==> src/rtl/writeback_unit.sv <==
// Writeback stage: buffers MEM results, serialises vector results into four
// component writes, and drives RF/VRF/CC/PC strobes. Option: WB_RETIRE_CNT_EN.
module writeback_unit #(
  parameter int REG_WIDTH     = 16,
  parameter int VREG_WIDTH    = 64,
  parameter int VREG_ID_WIDTH = 6,
  parameter int PC_WIDTH      = 16,
  parameter int FIFO_DEPTH    = 2
) (
  input  logic                     I_CLOCK,
  input  logic                     I_RESET,
  input  logic                     I_MW_Valid,
  output logic                     O_MW_Ready,
  input  logic                     I_MW_RegWrite,
  input  logic                     I_MW_VRegWrite,
  input  logic                     I_MW_CCWrite,
  input  logic [3:0]               I_MW_DestRegIdx,
  input  logic [VREG_ID_WIDTH-1:0] I_MW_DestVRegIdx,
  input  logic [REG_WIDTH-1:0]     I_MW_Data,
  input  logic [VREG_WIDTH-1:0]    I_MW_VecData,
  input  logic                     I_MW_PCWrite,
  input  logic [PC_WIDTH-1:0]      I_MW_TargetPC,
  output logic                     O_RegWEn,
  output logic [3:0]               O_WriteBackRegIdx,
  output logic [REG_WIDTH-1:0]     O_WriteBackData,
  output logic                     O_CCWEn,
  output logic [2:0]               O_CCValue,
  output logic                     O_VRegWEn,
  output logic [VREG_ID_WIDTH-1:0] O_WriteBackVRegIdx,
  output logic [1:0]               O_VecCompIdx,
  output logic [PC_WIDTH-1:0]      O_WriteBackPC,
`ifdef WB_RETIRE_CNT_EN
  output logic [31:0]              O_RetireCount,
`endif
  output logic                     O_WriteBackPCEn,
  output logic                     O_Busy
);

  localparam int PW = (FIFO_DEPTH > 1) ? $clog2(FIFO_DEPTH) : 1;
  localparam int CW = $clog2(FIFO_DEPTH) + 1;
  localparam logic [CW-1:0] DEPTH_C = CW'(FIFO_DEPTH);

  typedef struct packed {
    logic                     regw;
    logic                     vregw;
    logic                     ccw;
    logic                     pcw;
    logic [3:0]               idx;
    logic [VREG_ID_WIDTH-1:0] vidx;
    logic [REG_WIDTH-1:0]     data;
    logic [VREG_WIDTH-1:0]    vec;
    logic [PC_WIDTH-1:0]      pc;
  } ent_t;

  typedef enum logic {S_IDLE, S_VEC} state_t;

  ent_t                     r_mem [FIFO_DEPTH];
  logic [PW-1:0]            r_wp;
  logic [PW-1:0]            r_rp;
  logic [CW-1:0]            r_count;
  logic                     r_ready;
  logic                     r_busy;
  state_t                   r_state;
  logic [1:0]               r_cnt;
  logic [VREG_WIDTH-1:0]    r_vec;
  logic [VREG_ID_WIDTH-1:0] r_vidx;

  logic                     r_regwen;
  logic [3:0]               r_wbidx;
  logic [REG_WIDTH-1:0]     r_wbdata;
  logic                     r_ccwen;
  logic [2:0]               r_cc;
  logic                     r_vregwen;
  logic [VREG_ID_WIDTH-1:0] r_wbvidx;
  logic [1:0]               r_vcomp;
  logic [PC_WIDTH-1:0]      r_pc;
  logic                     r_pcen;
`ifdef WB_RETIRE_CNT_EN
  logic [31:0]              r_retire;
`endif

  ent_t                     w_head;
  ent_t                     w_in;
  logic                     w_take;
  logic                     w_push;
  logic [CW-1:0]            w_count_nxt;
  state_t                   w_state_nxt;
  logic [REG_WIDTH-1:0]     w_comp;
  logic [2:0]               w_cc;

  // Head decode, handshake and next-state selection
  always_comb begin
    w_in.regw   = I_MW_RegWrite;
    w_in.vregw  = I_MW_VRegWrite;
    w_in.ccw    = I_MW_CCWrite;
    w_in.pcw    = I_MW_PCWrite;
    w_in.idx    = I_MW_DestRegIdx;
    w_in.vidx   = I_MW_DestVRegIdx;
    w_in.data   = I_MW_Data;
    w_in.vec    = I_MW_VecData;
    w_in.pc     = I_MW_TargetPC;
    w_head      = r_mem[r_rp];
    w_push      = I_MW_Valid && r_ready;
    // the head may be taken when idle or while component 3 is on the output
    w_take      = (r_count != '0) &&
                  ((r_state == S_IDLE) || (r_cnt == 2'd0));
    w_count_nxt = r_count + CW'(w_push) - CW'(w_take);
    w_comp      = r_vec[int'(r_cnt)*REG_WIDTH +: REG_WIDTH];
    if (w_head.data[REG_WIDTH-1])
      w_cc = 3'b100;
    else if (w_head.data == '0)
      w_cc = 3'b010;
    else
      w_cc = 3'b001;
    w_state_nxt = S_IDLE;
    if ((r_state == S_VEC) && (r_cnt != 2'd0))
      w_state_nxt = S_VEC;
    else if (w_take && w_head.vregw)
      w_state_nxt = S_VEC;
  end

  // Result buffer storage
  always_ff @(posedge I_CLOCK) begin
    if (w_push)
      r_mem[r_wp] <= w_in;
  end

  // Pointers, FSM and registered beat outputs
  always_ff @(posedge I_CLOCK) begin
    if (I_RESET) begin
      r_wp      <= '0;
      r_rp      <= '0;
      r_count   <= '0;
      r_ready   <= 1'b0;
      r_busy    <= 1'b0;
      r_state   <= S_IDLE;
      r_cnt     <= 2'd0;
      r_vec     <= '0;
      r_vidx    <= '0;
      r_regwen  <= 1'b0;
      r_wbidx   <= '0;
      r_wbdata  <= '0;
      r_ccwen   <= 1'b0;
      r_cc      <= 3'b000;
      r_vregwen <= 1'b0;
      r_wbvidx  <= '0;
      r_vcomp   <= 2'd0;
      r_pc      <= '0;
      r_pcen    <= 1'b0;
`ifdef WB_RETIRE_CNT_EN
      r_retire  <= '0;
`endif
    end else begin
      r_count   <= w_count_nxt;
      r_ready   <= w_count_nxt < DEPTH_C;
      r_busy    <= (w_count_nxt != '0) || (w_state_nxt == S_VEC);
      r_state   <= w_state_nxt;
      if (w_push)
        r_wp <= r_wp + PW'(1);
      if (w_take)
        r_rp <= r_rp + PW'(1);
      r_regwen  <= 1'b0;
      r_wbidx   <= '0;
      r_wbdata  <= '0;
      r_ccwen   <= 1'b0;
      r_cc      <= 3'b000;
      r_vregwen <= 1'b0;
      r_wbvidx  <= '0;
      r_vcomp   <= 2'd0;
      r_pc      <= '0;
      r_pcen    <= 1'b0;
      if ((r_state == S_VEC) && (r_cnt != 2'd0)) begin
        r_vregwen <= 1'b1;
        r_wbvidx  <= r_vidx;
        r_vcomp   <= r_cnt;
        r_wbdata  <= w_comp;
        r_cnt     <= r_cnt + 2'd1;
`ifdef WB_RETIRE_CNT_EN
        if (r_cnt == 2'd3)
          r_retire <= r_retire + 32'd1;
`endif
      end else if (w_take && w_head.vregw) begin
        r_vregwen <= 1'b1;
        r_wbvidx  <= w_head.vidx;
        r_vcomp   <= 2'd0;
        r_wbdata  <= w_head.vec[0 +: REG_WIDTH];
        r_vec     <= w_head.vec;
        r_vidx    <= w_head.vidx;
        r_cnt     <= 2'd1;
      end else if (w_take) begin
        r_regwen  <= w_head.regw;
        r_wbidx   <= w_head.idx;
        r_wbdata  <= w_head.data;
        r_ccwen   <= w_head.ccw;
        r_cc      <= w_cc;
        r_pcen    <= w_head.pcw;
        r_pc      <= w_head.pc;
        r_cnt     <= 2'd0;
`ifdef WB_RETIRE_CNT_EN
        r_retire  <= r_retire + 32'd1;
`endif
      end else begin
        r_cnt     <= 2'd0;
      end
    end
  end

  assign O_MW_Ready         = r_ready;
  assign O_Busy             = r_busy;
  assign O_RegWEn           = r_regwen;
  assign O_WriteBackRegIdx  = r_wbidx;
  assign O_WriteBackData    = r_wbdata;
  assign O_CCWEn            = r_ccwen;
  assign O_CCValue          = r_cc;
  assign O_VRegWEn          = r_vregwen;
  assign O_WriteBackVRegIdx = r_wbvidx;
  assign O_VecCompIdx       = r_vcomp;
  assign O_WriteBackPC      = r_pc;
  assign O_WriteBackPCEn    = r_pcen;
`ifdef WB_RETIRE_CNT_EN
  assign O_RetireCount      = r_retire;
`endif

endmodule

==> config.mk <==
export PLATFORM = sky130hd
export DESIGN_NAME = writeback_unit
export DESIGN_NICKNAME = d
export VERILOG_FILES = /design/src/rtl/writeback_unit.sv
export SDC_FILE = /design/constraint.sdc
export NUM_CORES = 1
export LEC_CHECK = 0
export CORE_UTILIZATION = 48
export CTS_CLUSTER_DIAMETER = 50
export CTS_CLUSTER_SIZE = 16
export DETAILED_ROUTE_END_ITERATION = 10
export HOLD_SLACK_MARGIN = 0.1
export PLACE_DENSITY_LB_ADDON = 0.2
export RECOVER_POWER = 25
export SLEW_MARGIN = 0
export SYNTH_ARGS = -nofsm -noshare
export SYNTH_HDL_FRONTEND = slang
export SYNTH_SLANG_ARGS = --single-unit
==> constraint.sdc <==
create_clock -name I_CLOCK -period 9.7 [get_ports I_CLOCK]
set_clock_uncertainty 0.2 [all_clocks]
set_input_delay 1.94 -clock I_CLOCK [delete_from_list [all_inputs] [get_ports I_CLOCK]]
set_output_delay 1.94 -clock I_CLOCK [all_outputs]
set_load 0.01 [all_outputs]
======== Word level (Yosys, flattened, before mapping) ========
Memory sizes are Yosys's and may differ from the RTL's. A register that Yosys moved wholly into a read port is not among the register bits.
Cells that the tools add are included.
storage, ports and cells
  bits in registers ....................... 129
  latch bits .............................. 0
  bits in writable memories ............... 220
  memory bits (read-only) ................. 0
  output and inout bits ................... 53
  memories ................................ 1
memories
  name   depth  bits a word  rd ports  clocked after memory_dff  write ports  line  RTL
  r_mem  2      110          1         1                         1            57    ent_t r_mem [FIFO_DEPTH];
cells by class
  add/sub/neg operators ................... 5
  multiply operators ...................... 0
  div/mod/pow operators ................... 0
  order comparisons ....................... 1
  equality and inequality tests ........... 0
  shift-type cells ........................ 1
  mux-type cells .......................... 15
  bitwise operators ....................... 3
  reduce and logical (&&, ||, !) cells .... 15
operator list
  cell                                                            number
  64-bit by 7-bit variable part select with 16-bit output         1
  16-bit 2-to-1 mux                                               3
  16-bit logical NOT                                              1
  6-bit 2-to-1 mux                                                2
  1-bit 2-to-1 mux                                                7
  2-bit nonzero test                                              3
  5-bit OR reduction                                              1
  1-bit logical AND                                               4
  2-bit 2-to-1 mux                                                2
  4-bit OR reduction                                              1
  3-bit 2-to-1 mux                                                1
  1-bit inverter                                                  3
  1-bit adder (second input constant)                             2
  2-bit by 1-bit adder with 2-bit output                          1
  2-bit by 1-bit adder with 2-bit output (second input constant)  1
  2-bit logical NOT                                               1
  1-bit logical OR                                                2
  2-bit less-than comparator (second input constant)              1
  2-bit AND reduction                                             1
  2-bit OR reduction                                              1
  2-bit by 1-bit subtractor with 2-bit output                     1

======== Logic depth before layout (Yosys ltp) ========
  word-level depth ........................ 7
  gate-level depth with buffers ........... 12

======== Worst setup path after synthesis ========
Ideal clock, no wire load.
  path kind ............................... input port to flip-flop
  start ................................... in I_MW_Valid
  end ..................................... mem r_mem[0][0] (netlist bit) (enable)
  library setup time ...................... 0.580 ns
  data arrival time ....................... 6.637 ns
  setup slack ............................. 2.283 ns
  stages .................................. 2
  path buffers ............................ 0
  cells stage by stage .................... nand2_1 nor2_1
between the ends
  cells in the longest elaborated chain, start to end .. 3
RTL lines
  what                                    line  RTL
  start: declaration                      12    input logic I_MW_Valid,
  1-bit logical AND                       103   w_push = I_MW_Valid && r_ready;
  1-bit 2-to-1 mux                        124   if (w_push)
  1-bit 2-to-1 mux (implied by the code)  125   r_mem[r_wp] <= w_in;
  end: declaration                        57
Every way passes these cells.

======== Final worst setup path ========
  start ................................... in I_MW_Valid
  end ..................................... mem r_mem[1][19] (netlist bit) (enable)
The elaborated chain is that of the path after synthesis.

==> impl_metrics.py <==
metrics = {
    "status": {
        "status": "finished clean",
    },
    "sta": {
        "setup_tns_ns": 0,
        "final_max_slew_viol_count": 0,
        "rsz0062_at_grt": "no",
        "min_period_over_period_pct": 41.1,
        "worst_slew_pin_slew_ns": 1.20,
        "slew-limit-headroom_pct": 19.8,
        "worst_slack_ns": 5.71,
        "max_freq_mhz": 251,
        "layout_min_cycle_time_ns": 3.99,
        "setup_viol": 0,
        "holdWs_ns": 0.250,
        "finalHoldViolCount": 0,
    },
    "die": {
        "initial_core_util_pct": 49.3,
        "fp.coreArea_um2": 25300,
        "dieArea_um2": 26700,
        "rows": 58,
        "top_level_ports": 166,
        "fp.dieH_um": 163,
        "die_x_um": 163,
    },
    "min_path": {
        "min_from": "r_vidx[2]$_SDFFE_PP0P_",
        "hold_class": "reg2reg",
        "hold_path_end": "O_WriteBackVRegIdx[2]$_SDFF_PP0_",
        "whs_path_depth": 2,
    },
    "power_and_ir_drop": {
        "p_comb_share_pct": 21.3,
        "power_frac_seq_pct": 49.0,
        "ir_drop_v": 0.000140,
        "p_int_mw": 2.88,
        "power_frac_clock_pct": 29.7,
        "power.leakage_nw": 5.13,
        "power_mw": 4.01,
        "netSwitchingPower_mw": 1.12,
        "switching_share_pct": 28.0,
        "power_density_nw_per_um2": 260,
    },
    "yosys": {
        "synth_seq_cells": 350,
        "synth_xor_xnor_area_share_pct": 0.351,
        "synthMuxAreaShare_pct": 12.3,
        "netlist_area_um2": 12500,
        "yosys-top-cells-count": "220 x edfxtp_1, 130 x dfxtp_1, 111 x mux2i_1, 105 x nor2_1, 70 x a211oi_1",
        "synth_top_cell_area_share_pct": 52.9,
        "syn-instance-count": 806,
        "yosysSeqAreaShare_pct": 73.7,
        "yosysTopAreaCell": "edfxtp_1",
        "synth_area_leaders": "edfxtp_1 53%, dfxtp_1 21%, mux2i_1 8.9%, a211oi_1 4.2%, nor2_1 3.2%",
        "dominantRegCellSynth": "edfxtp_1",
        "synth_fa_ha_area_share_pct": 0.200,
        "synth_compound_area_share_pct": 5.93,
        "postSynthAreaPerCell_um2": 15.5,
        "synth_top_family_by_area": "multiplexers",
        "synth_enable_flop_cells": 220,
        "ys_warn_count": 0,
        "synth-simple-area-share_pct": 5.41,
        "syn_nets": 921,
        "synthArstFlopShare_pct": 0,
        "synth_most_common_cell": "edfxtp_1",
        "ys_types": 37,
    },
    "global_route": {
        "grt_util_all_layers_pct": 18.6,
        "antenna_found_initial": 1,
        "grt_pass1_wl_um": 37600,
        "grt_remaining_overflow": 0,
        "grt_max_degree": 88,
        "grt_pass1_vias": 6705,
    },
    "route": {
        "maxUsedRoutingLayer": "met4",
        "avgViaCountPerCell": 5.29,
        "wl_met1_um": 11500,
        "totalWireLength_um": 25000,
        "vias": 6968,
        "firstDrtPassIters": 5,
        "met3_length_um": 1470,
        "drtIter0Drc": 558,
        "drc": 0,
        "dr_wl_met2_um": 11700,
        "wl_per_cell_um": 19.0,
        "ant_nets": 0,
    },
    "setup_path": {
        "crit_buf_inv": 2,
        "crit_family": "buffers and inverters",
        "cp_max_fo": 62,
        "end_kind": "register",
        "ff2ff_setup_slack_ns": 6.47,
        "cpMaxStageDelayCell": "buf_4",
        "critPathLaunchType": "input pin",
        "reg2reg_to": "O_WriteBackData[14]$_SDFF_PP0_",
        "slowest_delay_ns": 0.77,
        "required_ns": 9.67,
        "worstSetupPathType": "in2reg",
        "worstRegToRegCells": 7,
        "critPathArrivalTime_ns": 3.96,
        "path_cells": "clkdlybuf4s50_1 > and3_4 > buf_4",
        "regToRegStartpoint": "r_cnt[1]$_SDFF_PP0_",
    },
    "clock_network": {
        "cts_buffers": 31,
        "cts-root-buf": "clkbuf_16",
        "ctsResizeCount": 0,
        "postCtsSetupRepairBufs": 0,
        "clock-sinks": 350,
        "htree_levels": 1,
        "cts_buffer_depth": 3,
        "clk_latency_ns": 0.55,
        "cts_hold_buf": 0,
        "clkTransAtPathRegs_ns": 0.07,
        "cts_tree": "built",
    },
    "layout": {
        "layoutNonFillerInstCount": 1317,
        "syn_to_final_growth_pct": 23.4,
        "design_area_um2": 15400,
        "fillers": 1922,
        "post-route-util_pct": 60.8,
        "diodes": 0,
        "layout.nets": 1077,
        "drive_gt1_share_pct": 9.12,
    },
    "placed_design": {
        "dpl-instance-area_um2": 14400,
        "gp_congestion": 0.786,
        "dpl.hpwl_um": 16100,
        "portBuffers": 165,
        "place_worst_setup_slack_ns": 5.11,
        "placed_cells": 1259,
    },
    "job": {
        "max-cap-violations": 0,
    },
}
-- area by class of cell --
| cell class | instances | area, um2 | area share, % |
|---|---|---|---|
| Timing Repair Buffer | 175 | 1720 | 11.2 |
| Multi-Input combinational cell | 402 | 3040 | 19.7 |
| Clock buffer | 43 | 893 | 5.80 |
| Clock inverter | 15 | 119 | 0.771 |
| Inverter | 2 | 7.51 | 0.0487 |
| Tap cell | 330 | 413 | 2.68 |
| Sequential cell | 350 | 9210 | 59.8 |
-- flip-flops by register name, summed over array words and instances, names as in the netlist, named ones only --
signal / flops
r_mem: 220
r_vec: 64
O_WriteBackData: 16
O_WriteBackPC: 16
O_WriteBackVRegIdx: 6
r_vidx: 6
O_WriteBackRegIdx: 4
O_CCValue: 3
O_VecCompIdx: 2
r_cnt: 2
r_count: 2
O_Busy: 1
O_CCWEn: 1
O_MW_Ready: 1
O_RegWEn: 1
O_VRegWEn: 1
O_WriteBackPCEn: 1
r_rp: 1
r_wp: 1
-- cell usage in the layout (no fill, tap or decap), types with 4 or more instances in the layout --
cell type	instances
dfxtp_1	129
nand2_1	30
nor3_1	4
o21ai_1	6
clkbuf_16	33
buf_4	10
clkinv_4	5
edfxtp_1	220
nor2_1	104
dlygate4sd3_1	79
nor2b_1	4
a21oi_1	8
a211oi_1	70
clkdlybuf4s50_1	85
mux2_2	6
mux2i_1	111
o221ai_1	10
nor4_1	4
clkbuf_1	7
inv_6	4
mux4_2	16
o211ai_1	6
-- worst max path at each step --
stage                           from                     end  slack (ns)  cells past startpoint
after floorplan           I_MW_Valid   r_mem[0][0]$_DFFE_PP_        2.28                      2
after global placement    I_MW_Valid  r_mem[1][83]$_DFFE_PP_        5.13                      3
after detailed placement  I_MW_Valid  r_mem[1][81]$_DFFE_PP_        5.11                      3
after CTS                 I_MW_Valid  r_mem[1][95]$_DFFE_PP_        5.69                      3
after global routing      I_MW_Valid  r_mem[1][93]$_DFFE_PP_        5.61                      3
final                     I_MW_Valid  r_mem[1][19]$_DFFE_PP_        5.71                      3
-- metal layers --
layer,up-vias,track usage [%]
met3,33,2.54
met5,-,0
met1,3377,27.4
met4,0,3.87
li1,3363,-
met2,195,29.6
-- worst min-delay path, stage by stage (launching register included) --
cell and delay [ns]:
dfxtp_1 0.31, nand2_1 0.05, o21ai_1 0.05
-- power groups by stage --
stage	Combinational, mW	Clock, mW	Sequential, mW
after floorplan	0.580	0	1.98
after global placement	0.855	0	1.99
after detailed placement	0.869	0	1.99
after CTS	0.873	1.22	1.96
after global routing	0.935	1.27	1.98
final	0.855	1.19	1.96
-- cell families after synthesis --
kind of cell / Yosys count
AO/OA/AOI/OAI: 102
XOR/XNOR: 5
buffers and inverters: 54
AND/OR/NAND/NOR: 160
adder cells (fa/ha/maj): 2
multiplexers: 133
flip-flops: 350
(Power assumes the default switching activity.)
